$ cat config.mk
export PLATFORM = sky130hd
export DESIGN_NAME = led_matrix_scan_flat
export DESIGN_NICKNAME = d
export VERILOG_FILES = /design/src/rtl/led_matrix_scan_pkg.sv /design/src/rtl/led_matrix_scan_if.sv /design/src/rtl/led_matrix_scan_row_timer.sv /design/src/rtl/led_matrix_scan.sv /design/src/flat_wrapper.sv
export SDC_FILE = /design/constraint.sdc
export NUM_CORES = 1
export LEC_CHECK = 0
export BUFFER_PORTS_ARGS = -buffer_cell sky130_fd_sc_hd__clkbuf_2
export CAP_MARGIN = 20
export CORE_MARGIN = 2
export CORE_UTILIZATION = 40
export DETAILED_ROUTE_END_ITERATION = 12
export SYNTH_ARGS = -nofsm -noshare
export SYNTH_HDL_FRONTEND = slang
export SYNTH_HIERARCHICAL = 1
export SYNTH_SLANG_ARGS = --single-unit
export TNS_END_PERCENT = 10
$ cat constraint.sdc
create_clock -name clka -period 3.8 [get_ports clka]
set_input_delay 1.14 -clock clka [delete_from_list [all_inputs] [get_ports clka]]
set_output_delay 1.14 -clock clka [all_outputs]
set_load 0.02 [all_outputs]
$ cat src/rtl/led_matrix_scan_pkg.sv
// Shared definitions for the 8x8 Game of Life display path.
// Contents:
//   - game state codes, using the same encoding as the core FSM
//   - grid geometry constants
//   - row_select_n: active-low one-hot row drive for a row index
package led_matrix_scan_pkg;

  localparam int GRID_DIM  = 8;
  localparam int GRID_BITS = GRID_DIM * GRID_DIM;

  typedef enum logic [1:0] {
    ST_IDLE    = 2'b00,
    ST_PROGRAM = 2'b01,
    ST_RUN     = 2'b10,
    ST_PAUSE   = 2'b11
  } game_state_e;

  function automatic logic [GRID_DIM-1:0] row_select_n(input logic [2:0] r);
    return ~(8'b0000_0001 << r);
  endfunction

endpackage

$ cat src/rtl/led_matrix_scan_if.sv
// Bundle between the Game of Life top level and the LED matrix scanner.
// Signals:
//   grid        64  live cell map, bit 8*r+c = row r, column c
//   game_state   2  core state (game_state_e encoding)
//   cursor       6  edit cell index {row[2:0], col[2:0]}
//   row_n        8  row drive, active low
//   col          8  column drive, active high
//   frame_start  1  one-cycle pulse at the start of each frame
// Modports:
//   master  the core side: drives grid/state/cursor, observes the display
//   slave   the scanner: consumes grid/state/cursor, drives the display
interface led_matrix_scan_if;
  import led_matrix_scan_pkg::*;

  logic [GRID_BITS-1:0] grid;
  logic [1:0]           game_state;
  logic [5:0]           cursor;
  logic [GRID_DIM-1:0]  row_n;
  logic [GRID_DIM-1:0]  col;
  logic                 frame_start;

  modport master (
    output grid, game_state, cursor,
    input  row_n, col, frame_start
  );

  modport slave (
    input  grid, game_state, cursor,
    output row_n, col, frame_start
  );

endinterface

$ cat src/rtl/led_matrix_scan_row_timer.sv
// Row scan timing for the LED matrix.
// A dwell counter runs 0..DWELL_CYC-1 for each row; when it wraps, the row
// index advances (7 wraps to 0).
// Ports:
//   clka        in   system clock, rising edge
//   rst         in   asynchronous active-high reset
//   row         out  current row index
//   blank       out  high during the first BLANK_CYC cycles of each row
//   frame_wrap  out  high in the single cycle where row 7 wraps into row 0
module row_timer
  import led_matrix_scan_pkg::*;
#(
  parameter int DWELL_CYC = 1024,
  parameter int BLANK_CYC = 4
) (
  input  logic       clka,
  input  logic       rst,
  output logic [2:0] row,
  output logic       blank,
  output logic       frame_wrap
);

  localparam int CW = (DWELL_CYC > 1) ? $clog2(DWELL_CYC) : 1;
  localparam logic [CW-1:0] DWELL_LAST = CW'(DWELL_CYC - 1);
  localparam logic [CW-1:0] BLANK_LIM  = CW'(BLANK_CYC);

  logic [CW-1:0] dwell_q, dwell_d;
  logic [2:0]    row_q, row_d;
  logic          dwell_wrap;

  // Next-state for the dwell counter and row index; the 3-bit row index
  // wraps from 7 to 0 on its own.
  always_comb begin
    dwell_wrap = (dwell_q == DWELL_LAST);
    dwell_d    = dwell_q + 1'b1;
    row_d      = row_q;
    if (dwell_wrap) begin
      dwell_d = '0;
      row_d   = row_q + 3'd1;
    end
  end

  always_ff @(posedge clka or posedge rst) begin
    if (rst) begin
      dwell_q <= '0;
      row_q   <= '0;
    end else begin
      dwell_q <= dwell_d;
      row_q   <= row_d;
    end
  end

  assign row        = row_q;
  assign blank      = (dwell_q < BLANK_LIM);
  assign frame_wrap = dwell_wrap && (row_q == 3'd7);

endmodule

$ cat src/rtl/led_matrix_scan.sv
// Display stage for the 8x8 Game of Life core.
// Scans the grid onto a multiplexed LED matrix one row at a time, with a
// blanking gap at the start of each row. The grid and cursor are latched
// once per frame so a generation update mid-frame cannot tear the image.
// In PROGRAM state the cell under the cursor blinks.
// Ports:
//   clka  in   system clock, rising edge
//   rst   in   asynchronous active-high reset
//   bus   slave side of led_matrix_scan_if (grid/game_state/cursor in,
//              row_n/col/frame_start out, all outputs registered)
module led_matrix_scan
  import led_matrix_scan_pkg::*;
#(
  parameter int DWELL_CYC    = 1024,
  parameter int BLANK_CYC    = 4,
  parameter int BLINK_FRAMES = 16
) (
  input  logic               clka,
  input  logic               rst,
  led_matrix_scan_if.slave   bus
);

  localparam int BW = $clog2(BLINK_FRAMES) + 1;
  localparam logic [BW-1:0] BLINK_LAST = BW'(BLINK_FRAMES - 1);

  logic [2:0]           row;
  logic                 blank;
  logic                 frame_wrap;

  logic [GRID_BITS-1:0] shadow_q, shadow_d;
  logic [5:0]           cur_q, cur_d;
  logic [BW-1:0]        blink_cnt_q, blink_cnt_d;
  logic                 phase_q, phase_d;
  logic                 prog_q, prog_d;
  logic [GRID_DIM-1:0]  row_n_q, row_n_d;
  logic [GRID_DIM-1:0]  col_q, col_d;
  logic                 frame_start_q, frame_start_d;

  logic                 is_prog;
  logic                 prog_entry;
  logic                 eff_phase;
  logic [GRID_DIM-1:0]  row_data;

  row_timer #(
    .DWELL_CYC (DWELL_CYC),
    .BLANK_CYC (BLANK_CYC)
  ) u_row_timer (
    .clka       (clka),
    .rst        (rst),
    .row        (row),
    .blank      (blank),
    .frame_wrap (frame_wrap)
  );

  // Frame latch, PROGRAM entry detection and blink sequencing.
  // Entry into PROGRAM is found by comparing the live state against last
  // cycle's registered copy. An entry restarts the blink sequence in the
  // lit phase and takes priority over a blink advance on the same edge.
  always_comb begin
    is_prog     = (bus.game_state == ST_PROGRAM);
    prog_entry  = is_prog && !prog_q;
    prog_d      = is_prog;
    shadow_d    = shadow_q;
    cur_d       = cur_q;
    blink_cnt_d = blink_cnt_q;
    phase_d     = phase_q;

    if (frame_wrap) begin
      shadow_d = bus.grid;
      cur_d    = bus.cursor;
    end

    if (prog_entry) begin
      blink_cnt_d = '0;
      phase_d     = 1'b0;
    end else if (frame_wrap) begin
      if (blink_cnt_q == BLINK_LAST) begin
        blink_cnt_d = '0;
        phase_d     = ~phase_q;
      end else begin
        blink_cnt_d = blink_cnt_q + 1'b1;
      end
    end
  end

  // Output pixel generation for the current row. On the entry cycle the
  // phase register still holds its old value, so the lit phase is used
  // directly to make the cursor appear immediately. The overlay follows the
  // live state, so leaving PROGRAM removes it on the next output cycle.
  always_comb begin
    eff_phase     = prog_entry ? 1'b0 : phase_q;
    row_data      = shadow_q[{row, 3'b000} +: GRID_DIM];
    if (is_prog && (row == cur_q[5:3])) begin
      row_data[cur_q[2:0]] = ~eff_phase;
    end

    row_n_d       = row_select_n(row);
    col_d         = row_data;
    if (blank) begin
      row_n_d = '1;
      col_d   = '0;
    end

    frame_start_d = frame_wrap;
  end

  always_ff @(posedge clka or posedge rst) begin
    if (rst) begin
      shadow_q      <= '0;
      cur_q         <= '0;
      blink_cnt_q   <= '0;
      phase_q       <= 1'b0;
      prog_q        <= 1'b0;
      row_n_q       <= '1;
      col_q         <= '0;
      frame_start_q <= 1'b0;
    end else begin
      shadow_q      <= shadow_d;
      cur_q         <= cur_d;
      blink_cnt_q   <= blink_cnt_d;
      phase_q       <= phase_d;
      prog_q        <= prog_d;
      row_n_q       <= row_n_d;
      col_q         <= col_d;
      frame_start_q <= frame_start_d;
    end
  end

  assign bus.row_n       = row_n_q;
  assign bus.col         = col_q;
  assign bus.frame_start = frame_start_q;

endmodule

$ cat src/flat_wrapper.sv
// flat-port wrapper written by rule: the top's interface ports become plain ports
module led_matrix_scan_flat import led_matrix_scan_pkg::*;
#(
  parameter int DWELL_CYC    = 1024,
  parameter int BLANK_CYC    = 4,
  parameter int BLINK_FRAMES = 16
)
  (clka, rst, bus_grid, bus_game_state, bus_cursor, bus_row_n, bus_col, bus_frame_start);
  led_matrix_scan_if bus_i ();
  input  logic clka;
  input  logic rst;
  input wire logic [$bits(bus_i.grid)-1:0] bus_grid;
  input wire logic [$bits(bus_i.game_state)-1:0] bus_game_state;
  input wire logic [$bits(bus_i.cursor)-1:0] bus_cursor;
  output wire logic [$bits(bus_i.row_n)-1:0] bus_row_n;
  output wire logic [$bits(bus_i.col)-1:0] bus_col;
  output wire logic [$bits(bus_i.frame_start)-1:0] bus_frame_start;
  assign bus_i.grid = bus_grid;
  assign bus_i.game_state = bus_game_state;
  assign bus_i.cursor = bus_cursor;
  assign bus_row_n = bus_i.row_n;
  assign bus_col = bus_i.col;
  assign bus_frame_start = bus_i.frame_start;
  led_matrix_scan #(.DWELL_CYC(DWELL_CYC), .BLANK_CYC(BLANK_CYC), .BLINK_FRAMES(BLINK_FRAMES)) u_core (.clka(clka), .rst(rst), .bus(bus_i));
endmodule
==> metrics.txt <==
Total Routed Length=9.671 mm; Placed Instance Area=5509 µm²; clock sinks=107; final setup violation count=0; CTS HTree Levels=3; initial antenna violation count=0; number of nets in the layout=503; Tightest Hold Check Type=reg2reg; Area growth syn-to-layout=18.25%; Synth top area share=50.60%; CTS clk-pin slew, worst paths=0.07 ns; FF-to-FF Start=u_core/u_row_timer/dwell_q[0]; setup TNS=0 ns; Reg2Reg Depth=6; maximum fanout along the worst path=50; Tot Pwr=2.101 mW; port bufs=90; Hold Path End=u_core/shadow_q[34]; Skew-Pair Late Insertion Delay=0.34 ns; Peak VDD IR=0.0002843 V; root buf cell=clkbuf_16; kind of start point of the critical path=flop; Syn Inst Count=334; Die Y=114.6 µm; total die area=13140 µm²; Max Clock Freq=0.4017 GHz; gr usage total=15.87%; Post-DP HPWL=6.898 mm; crit path kind=reg2reg; final hold violations=0; Synth Register Bits=107; post-synth cell types=48; top cells by area, synth=dfrtp_1 (51%), mux2_2 (16%), mux4_2 (6.0%), dfstp_2 (4.3%), mux2i_1 (2.0%); core area=11960 µm²; worst slew pin tran=0.6431 ns; largest net degree at the start of global routing=51; setup ws final=1.310 ns; Leak=2.786 nW; Mapped Area=4896 µm²; CTS tree=done; routed vias=2969; fin. max-slew vios=0; drc violations=0; vias per inst=5.146; RSZ-0062 raised after global routing=false; GPL Wtd Cong=0.7908; power density over cell area=362.8 nW/µm²; share of post-route cells with drive strength above 1=51.86%; syn_area_per_cell=14.66 µm²; Cells on Worst Hold Path=1; DR iter-0 viols=133; Post-CTS Setup Bufs=0; Rel. slew slack=57.13%; number of synthesized flops with an enable pin=0; maxcap violations=0; outcome=complete, no violations; DRT Pass-1 Iters=6; post-CTS resize count=0; Final ANT Viol Nets=0; Seq/Total Area, Yosys=54.89%; crit path capture type=flop; die span in x=114.6 µm; Boundary Pins=91; Synth warnings=6; drt wl/cell=16.76 µm; Critical Path RT=4.02 ns; Syn Nets=412; initial core utilization=40.93%; number of global-route vias before repair=3074; Bufs on Longest Clock Path=2; Setup Skew=0.003682 ns; CP arrival=2.71 ns; Design Area, Final=5789 µm²; row count=40; HP Start=u_core/shadow_q[34]; Final min period=2.490 ns; Most used DFF post-synth=dfrtp_1; Yosys top cell by area=dfrtp_1; hold slack final=0.5018 ns; ys async rst share=100.0%; diodes inserted=0; reg2reg setup slack=1.31 ns; hold_buf cts=0; fin crit share=65.52%; Remaining Overflow, GRT=0; worst slack, placed=1.303 ns; Num CTS Buffers=9; Reg-to-Reg End=u_core/shadow_q[37]; first-pass GRT wire length=15.88 mm
[worst max-delay path, stage by stage, from the launching register on]
cell and delay, ns:
dfrtp_1 0.40, ha_1 0.26, inv_1 0.11, nor3_1 0.40, and2_4 0.47, buf_12 0.31
mux2_2 0.38
[flip-flops by register name, summed over array words and instances, names as in the netlist]
| register | cells |
|---|---|
| u_core/blink_cnt_q | 5 |
| u_core/bus.col | 8 |
| u_core/bus.frame_start | 1 |
| u_core/bus.row_n | 8 |
| u_core/cur_q | 6 |
| u_core/phase_q | 1 |
| u_core/prog_q | 1 |
| u_core/shadow_q | 64 |
| u_core/u_row_timer/dwell_q | 10 |
| u_core/u_row_timer/row | 3 |
[kinds of logic (layout without fill, tap and decap cells)]
logic type,count (synthesis),in the layout,synth area share (%)
AO/OA/AOI/OAI,16,16,2.300
XOR/XNOR,11,11,2.888
adder cells (fa/ha/maj),4,4,1.022
buffers and inverters,21,117,2.172
flip-flops,107,107,54.89
multiplexers,98,98,26.35
AND/OR/NAND/NOR,77,77,10.38
[routing by layer]
metal  global-route usage, %  up-vias  wire length [µm]
li1                        -     1403                 -
met1                   22.11     1480              4443
met2                   24.02       76              4633
met3                   4.500       10               472
met4                   5.203        0               121
met5                       0        -                 0
[layout by cell type (no fill, tap or decap), types with 6 or more instances in the layout]
cell type  count
nor3_1         6
dfstp_2        8
mux2i_1       10
nor2_1        12
nand3_1        8
dfrtp_1       99
clkbuf_2      90
mux4_2        13
buf_4          6
nor3_2         7
mux2_2        70
clkbuf_16      9
nand2_1       13
[how the worst max path moves through the flow]
stage,start,to,slack (ns),depth (start not counted)
after global routing,u_core/u_row_timer/dwell_q[0],u_core/shadow_q[54],1.07,6
after detailed placement,u_core/u_row_timer/dwell_q[0],u_core/shadow_q[27],1.30,6
after global placement,u_core/u_row_timer/dwell_q[0],u_core/cur_q[1],1.41,6
after floorplan,rst,u_core/blink_cnt_q[0],0.22,1
after CTS,u_core/u_row_timer/dwell_q[0],u_core/cur_q[0],1.29,6
final,u_core/u_row_timer/dwell_q[0],u_core/shadow_q[37],1.31,6
[layout make-up]
| type | instances | area, µm² |
|---|---|---|
| inverter | 4 | 17.52 |
| tap | 147 | 183.9 |
| sequential | 107 | 2688 |
| clock buffer | 13 | 240.2 |
| timing repair buffer | 97 | 515.5 |
| multi-input combinational | 206 | 2105 |
| clock inverter | 3 | 40.04 |
| fill | 1063 | 6172 |
[metrics by stage]
| stage | util [%] | instances |
|---|---|---|
| 6_report | 48.40 | 577 |
| 5_1_grt | 48.40 | 577 |
| 4_1_cts | 48.40 | 577 |
| 3_5_place_dp | 46.06 | 561 |
| 3_3_place_gp | 46.06 | 561 |
| 2_1_floorplan | - | 334 |
[cells in the mapped netlist (2+ instances only)]
| cell type | n |
|---|---|
| nor4_1 | 4 |
| mux2_2 | 70 |
| buf_2 | 7 |
| nor3_1 | 6 |
| nand3_1 | 8 |
| mux2_4 | 2 |
| xnor2_1 | 4 |
| clkbuf_1 | 4 |
| xnor2_4 | 2 |
| o21ai_0 | 4 |
| ha_1 | 4 |
| or4_1 | 2 |
| inv_1 | 4 |
| or3_1 | 3 |
| o31a_1 | 4 |
| nand2_1 | 13 |
| buf_6 | 2 |
| mux2i_1 | 10 |
| mux4_1 | 3 |
| o21a_1 | 4 |
| mux4_2 | 13 |
| nand4_4 | 3 |
| nor2_1 | 12 |
| dfstp_2 | 8 |
| dfrtp_1 | 99 |
| nand2b_1 | 3 |
| nor3_2 | 7 |
| buf_1 | 3 |
| xor2_1 | 4 |
| nor2b_1 | 4 |
[where the power goes]
group          switching, mW  total (mW)  leakage (nW)  internal (mW)
Combinational         0.0393      0.0707          1.20         0.0314
Sequential          0.000428        1.14          1.45           1.14
Clock                  0.379       0.889         0.138          0.510
Total                  0.419        2.10          2.79           1.68
Power figures use the tool's default switching activity.
